[src/rtl/mem_arb_pkg.sv]
// Shared types for the two-port memory arbiter: FSM states, port IDs,
// the latched request record and the legality rule applied at grant time.
package mem_arb_pkg;

    localparam int DEFAULT_TIMEOUT = 64;
    localparam int DEFAULT_CNT_W   = 7;

    typedef enum logic [2:0] {
        ST_IDLE  = 3'd0,
        ST_ISSUE = 3'd1,
        ST_WAIT  = 3'd2,
        ST_RESP  = 3'd3,
        ST_ABORT = 3'd4
    } state_t;

    typedef enum logic {
        PORT_INST = 1'b0,
        PORT_DATA = 1'b1
    } port_t;

    typedef struct packed {
        logic [15:0] addr;
        logic [15:0] data;
        logic        rd;
        logic        wr;
    } req_t;

    // Misaligned word addresses and simultaneous read+write never reach memory.
    function automatic logic is_illegal(input req_t r);
        return r.addr[0] || (r.rd && r.wr);
    endfunction

endpackage

[src/rtl/arb_rr2.sv]
// Combinational two-requester round-robin picker; on a tie the requester
// that was not served last wins.
module arb_rr2 (
    input  logic [1:0] req,
    input  logic       last,
    output logic [1:0] gnt,
    output logic       valid
);

    always_comb begin
        gnt = 2'b00;
        case (req)
            2'b01:   gnt = 2'b01;
            2'b10:   gnt = 2'b10;
            2'b11:   gnt = last ? 2'b01 : 2'b10;
            default: gnt = 2'b00;
        endcase
    end

    assign valid = |req;

endmodule

[src/rtl/mem_arbiter.sv]
// Shares one mem_system between the instruction and data ports: one
// transaction at a time, round-robin on ties, watchdog on the memory wait.
module mem_arbiter
    import mem_arb_pkg::*;
#(
    parameter int TIMEOUT = DEFAULT_TIMEOUT,
    parameter int CNT_W   = DEFAULT_CNT_W
) (
    input  logic        clk,
    input  logic        rst,
    input  logic [15:0] i_addr,
    input  logic        i_rd,
    output logic [15:0] i_data_out,
    output logic        i_done,
    output logic        i_stall,
    output logic        i_err,
    input  logic [15:0] d_addr,
    input  logic [15:0] d_data_in,
    input  logic        d_rd,
    input  logic        d_wr,
    output logic [15:0] d_data_out,
    output logic        d_done,
    output logic        d_stall,
    output logic        d_err,
    output logic [15:0] m_addr,
    output logic [15:0] m_data_in,
    output logic        m_rd,
    output logic        m_wr,
    input  logic [15:0] m_data_out,
    input  logic        m_done,
    input  logic        m_stall,
    input  logic        m_err
);

    state_t           state;
    state_t           next_state;
    req_t             lat_q;
    req_t             win_req;
    req_t             cur_req;
    port_t            grant_q;
    port_t            last_q;
    port_t            win_port;
    port_t            eff_grant;
    logic [CNT_W-1:0] wd_q;
    logic [1:0]       req_vec;
    logic [1:0]       gnt;
    logic             req_valid;
    logic             fin;
    logic             rsp_err;
    logic [15:0]      rsp_data;
    logic [15:0]      m_addr_nxt;
    logic [15:0]      m_data_in_nxt;
    logic             m_rd_nxt;
    logic             m_wr_nxt;
    logic             i_done_nxt;
    logic             d_done_nxt;
    logic             unused_m_stall;

    // Done is authoritative; the memory stall is deliberately ignored.
    assign unused_m_stall = m_stall;

    assign req_vec = {d_rd | d_wr, i_rd};

    arb_rr2 u_arb (
        .req   (req_vec),
        .last  (last_q == PORT_DATA),
        .gnt   (gnt),
        .valid (req_valid)
    );

    always_comb begin
        win_port = PORT_INST;
        win_req  = '{addr: i_addr, data: 16'h0000, rd: 1'b1, wr: 1'b0};
        if (gnt == 2'b10) begin
            win_port = PORT_DATA;
            win_req  = '{addr: d_addr, data: d_data_in, rd: d_rd, wr: d_wr};
        end
    end

    always_ff @(posedge clk) begin
        if (rst) begin
            state <= ST_IDLE;
        end else begin
            state <= next_state;
        end
    end

    always_comb begin
        next_state = state;
        case (state)
            ST_IDLE: begin
                if (req_valid) begin
                    next_state = is_illegal(win_req) ? ST_ABORT : ST_ISSUE;
                end
            end
            ST_ISSUE: next_state = ST_WAIT;
            ST_WAIT: begin
                if (m_done || m_err) begin
                    next_state = ST_RESP;
                end else if (wd_q == CNT_W'(TIMEOUT - 1)) begin
                    next_state = ST_ABORT;
                end
            end
            ST_RESP, ST_ABORT: next_state = ST_IDLE;
            default: next_state = ST_IDLE;
        endcase
    end

    // Outputs are registered, so this computes what they hold in the next state;
    // leaving IDLE the winner is still on the inputs, not yet in the latches.
    always_comb begin
        eff_grant     = (state == ST_IDLE) ? win_port : grant_q;
        cur_req       = (state == ST_IDLE) ? win_req : lat_q;
        fin           = (next_state == ST_RESP) || (next_state == ST_ABORT);
        rsp_err       = (next_state == ST_ABORT) ? 1'b1 : m_err;
        rsp_data      = (next_state == ST_RESP && m_done && !cur_req.wr) ? m_data_out : 16'h0000;
        m_addr_nxt    = (next_state != ST_IDLE) ? cur_req.addr : 16'h0000;
        m_data_in_nxt = (next_state != ST_IDLE) ? cur_req.data : 16'h0000;
        m_rd_nxt      = (next_state == ST_ISSUE) && cur_req.rd;
        m_wr_nxt      = (next_state == ST_ISSUE) && cur_req.wr;
        i_done_nxt    = fin && (eff_grant == PORT_INST);
        d_done_nxt    = fin && (eff_grant == PORT_DATA);
    end

    always_ff @(posedge clk) begin
        if (rst) begin
            lat_q      <= '0;
            grant_q    <= PORT_INST;
            last_q     <= PORT_INST;
            wd_q       <= '0;
            m_addr     <= 16'h0000;
            m_data_in  <= 16'h0000;
            m_rd       <= 1'b0;
            m_wr       <= 1'b0;
            i_done     <= 1'b0;
            i_err      <= 1'b0;
            i_data_out <= 16'h0000;
            d_done     <= 1'b0;
            d_err      <= 1'b0;
            d_data_out <= 16'h0000;
        end else begin
            if (state == ST_IDLE && req_valid) begin
                lat_q   <= win_req;
                grant_q <= win_port;
            end
            if (state == ST_ISSUE) begin
                wd_q <= '0;
            end else if (state == ST_WAIT) begin
                wd_q <= wd_q + CNT_W'(1);
            end
            if (state == ST_RESP || state == ST_ABORT) begin
                last_q <= grant_q;
            end
            m_addr     <= m_addr_nxt;
            m_data_in  <= m_data_in_nxt;
            m_rd       <= m_rd_nxt;
            m_wr       <= m_wr_nxt;
            i_done     <= i_done_nxt;
            i_err      <= i_done_nxt && rsp_err;
            i_data_out <= i_done_nxt ? rsp_data : 16'h0000;
            d_done     <= d_done_nxt;
            d_err      <= d_done_nxt && rsp_err;
            d_data_out <= d_done_nxt ? rsp_data : 16'h0000;
        end
    end

    // A port waiting behind the other keeps its stall high until its own done.
    assign i_stall = i_rd && !i_done;
    assign d_stall = (d_rd || d_wr) && !d_done;

endmodule

[config.mk]
export PLATFORM = sky130hd
export DESIGN_NAME = mem_arbiter
export DESIGN_NICKNAME = d
export VERILOG_FILES = /design/src/rtl/mem_arb_pkg.sv /design/src/rtl/arb_rr2.sv /design/src/rtl/mem_arbiter.sv
export SDC_FILE = /design/constraint.sdc
export NUM_CORES = 1
export LEC_CHECK = 0
export CAP_MARGIN = 25
export CORE_UTILIZATION = 35
export DETAILED_ROUTE_END_ITERATION = 6
export GPL_TIMING_DRIVEN = 0
export PLACE_DENSITY = 0.67
export SYNTH_ARGS = -nofsm -noshare
export SYNTH_HDL_FRONTEND = slang
export SYNTH_SLANG_ARGS = --single-unit
[constraint.sdc]
create_clock -name clk -period 1.9 [get_ports clk]
set_clock_uncertainty 0.15 [all_clocks]
set_input_delay 0.475 -clock clk [delete_from_list [all_inputs] [get_ports clk]]
set_output_delay 0.475 -clock clk [all_outputs]
set_load 0.01 [all_outputs]
==> flow_summary.json <==
{
  "required_ns": 2.06,
  "combPwrFrac_pct": 27.3,
  "sw_frac_of_total_pct": 29.05,
  "routabilityCongestion": 0.8303,
  "slew_viol_final": 0,
  "grt-ovfl-total": 0,
  "dpl.cell_count": 721,
  "via_per_inst": 5.037,
  "grt_use_total_pct": 19.43,
  "clock.fmax_ghz": 0.4907,
  "grt_antenna_before_repair": 0,
  "route.detailed.drc": 0,
  "stdcell_area_mm2": 0.007458,
  "vias": 3929,
  "grt_pass1_wl_um": 17690,
  "cts_tree": "done",
  "dpl.hpwl_um": 7899,
  "slowest_delay_ns": 0.47,
  "cts_hold_buffers": 0,
  "ys.flop_type": "dfxtp_1",
  "htreeDepth": 4,
  "synth.distinct_cells": 39,
  "grt_pass1_vias": 3766,
  "synth_nets": 509,
  "synthArstFlopShare_pct": 0,
  "syn_inst": 436,
  "top_level_ports": 144,
  "setup_tns_ns": -2.261,
  "p_per_area_mw_per_mm2": 1106,
  "clockRootBuffer": "clkbuf_16",
  "n_antenna_cell": 0,
  "grt_max_degree": 17,
  "post_drt_wl_per_cell_um": 16.15,
  "dr.first_iter.drc_count": 120,
  "fin_nets": 697,
  "yosys_warnings": 0,
  "rsz0062_at_grt": "true",
  "hold_violations": 0,
  "synthToLayoutAreaGrowth_pct": 82.68,
  "path_cells": "or3_4 -> buf_6 -> and2_4 -> or3_4 -> buf_12 -> nor3_2",
  "path_clk_slew_ns": 0.05,
  "p_clk_share_pct": 38.7,
  "cp_max_fo": 9,
  "holdWs_ns": 0.3120,
  "finalWorstSetupSlack_ns": -0.1379,
  "slowest_stage": "or3_4",
  "hp-class": "flop to flop",
  "crit_top_cell": "or3_4",
  "ir_worst_vdd_uv": 626.4,
  "cts_made_buffers": 17,
  "dieWidth_um": 110.0,
  "cp_data_arrival_time_ns": 2.20,
  "cts_buffer_depth": 2,
  "finalPower_uw": 8250,
  "path_class": "flop to flop",
  "setup_viol": 55,
  "drt_first_pass_iters": 4,
  "cts_sinks": 115,
  "finalCritPeriodShare_pct": 107.3,
  "num-fill-cells": 802,
  "placed_cell_area_mm2": 0.005843,
  "syn_area_mm2": 0.004083,
  "synth_edf_count": 0,
  "period_needed_ns": 2.038,
  "worst_slew_pin_slew_ns": 0.6818,
  "power.share.sequential_pct": 34.1,
  "core_mm2": 0.01137,
  "violations": "setup timing",
  "finalWirelength_um": 12590,
  "leakage_uw": 0.003580,
  "internal-power_uw": 5853,
  "insertion_delay_ns": 0.40,
  "slew_headroom_pct": 54.55,
  "drive_above_1_share_pct": 34.07,
  "yosysSeqAreaShare_pct": 56.39,
  "drv_cap": 0,
  "synth_area_per_cell_um2": 9.364,
  "start_util_pct": 35.91,
  "final_cells": 780,
  "numPortBuffers": 142,
  "ant_nets": 0,
  "p_switching_uw": 2397,
  "startpoint_type": "flop",
  "num_rows": 39,
  "synth-seq-cells": 115,
  "endpoint_kind": "flop",
  "die_area_mm2": 0.01210,
  "die_y_um": 110.0,
  "status": "complete, but fails checks"
}
## cells in the final DEF (no fill, tap or decap), types with 3 or more instances in the layout
master,n
nor3_2,20
a211oi_2,17
nor2_2,3
buf_8,8
clkinvlp_4,3
nand2_1,53
buf_4,19
clkbuf_16,21
mux2i_1,17
or3_4,3
buf_6,13
dfxtp_2,3
dfxtp_1,110
xor2_1,5
a21oi_1,6
clkinv_2,4
a211oi_1,16
nor2_1,50
bufinv_16,3
nand2_4,11
clkbuf_2,5
xnor2_1,3
dlymetal6s2s_1,39
a21oi_2,29
clkdlybuf4s50_1,83
buf_2,4
dlygate4sd2_1,15
clkbuf_1,4
nand2_2,11
nor3_4,10
nor2_4,5
buf_12,3
## repair_timing
item / CTS / global route
endpoints found under the setup margin: 121 / 142
pin swaps: 23 / 34
gates resized for setup: 101 / 149
gates cloned: 2 / 5
buffers inserted: 15 / 13
## power by group through the flow
stage                     registers (uW)  logic [uW]  clock network [uW]
after floorplan                     2900         877                   0
after global placement              2840        1610                   0
after detailed placement            2850        1630                   0
after CTS                           2810        1880                3230
after global routing                2840        2420                3360
final                               2810        2250                3190
## Yosys cell counts, types with 2 or more instances
| cell type | number | share of area [%] |
|---|---|---|
| a211oi_1 | 32 | 5.9 |
| a211oi_2 | 2 | 0.61 |
| a21oi_1 | 36 | 4.4 |
| buf_2 | 12 | 1.5 |
| buf_6 | 6 | 1.7 |
| clkbuf_1 | 13 | 1.2 |
| dfxtp_1 | 115 | 56 |
| mux2i_1 | 17 | 4.2 |
| nand2_1 | 75 | 6.9 |
| nand2b_1 | 2 | 0.31 |
| nand3_1 | 2 | 0.25 |
| nand3b_1 | 2 | 0.37 |
| nand4_1 | 2 | 0.31 |
| nor2_1 | 57 | 5.2 |
| nor3_1 | 31 | 3.8 |
| or3_1 | 3 | 0.46 |
| xnor2_1 | 3 | 0.64 |
| xor2_1 | 5 | 1.1 |
## final cells by class
| class | instances | area, um^2 | area share (%) |
|---|---|---|---|
| Buffer | 23 | 231.5 | 3.104 |
| Clock buffer | 19 | 442.9 | 5.939 |
| Clock inverter | 13 | 158.9 | 2.131 |
| Inverter | 1 | 3.754 | 0.05033 |
| Multi-Input combinational cell | 289 | 2228 | 29.88 |
| Sequential cell | 115 | 2313 | 31.02 |
| Tap cell | 143 | 178.9 | 2.399 |
| Timing Repair Buffer | 177 | 1901 | 25.48 |
## stage by stage
step / worst slack [ns] / utilization, %
after detailed placement: -1.004 / 51.39
after floorplan: -0.09363 / -
final: -0.1379 / 65.60
after global placement: -1.041 / 51.39
after CTS: -0.1500 / 60.00
after global routing: -0.1756 / 65.60
## registers in the layout, indices dropped and copies added (netlist names)
name        count
grant_q         1
lat_q          33
i_done          1
i_data_out     16
d_err           1
d_data_out     16
i_err           1
m_wr            1
m_data_in      16
m_rd            1
wd_q            7
m_addr         16
d_done          1
last_q          1
state           3
## worst max-delay path: cells and delay by family, from the launching register on
family,cells,cell delay (ns)
buf+inv,2,0.31
flops,1,0.36
simple gates,4,1.14
## final timing paths
check,startpoint,to,slack (ns),cells after the start
min,lat_q[12],m_data_in[10],0.31,2
max reg2reg,state[2],i_data_out[7],-0.14,6
max,state[2],i_data_out[7],-0.14,6
min reg2reg,lat_q[12],m_data_in[10],0.31,2
## kinds of logic (layout without fill, tap and decap cells)
group                      Yosys count  after routing  share of synthesized area (%)
and+or+nand+nor                    186            186                          20.41
xor gates and xnor gates             8              8                          1.716
AOI/OAI and AO/OA                   77             77                          12.60
DFF                                115            115                          56.39
muxes                               17             17                          4.168
buffers and inverters               32            233                          4.413
adders and majority gates            1              1                         0.3064
## layer usage
metal	up-vias	share of wire [%]	global-route usage [%]
li1	1875	-	-
met1	1871	40	21.16
met2	160	50	33.35
met3	23	8.6	8.113
met4	0	1.8	7.714
met5	-	0	0
Power figures use the tool's default switching activity.
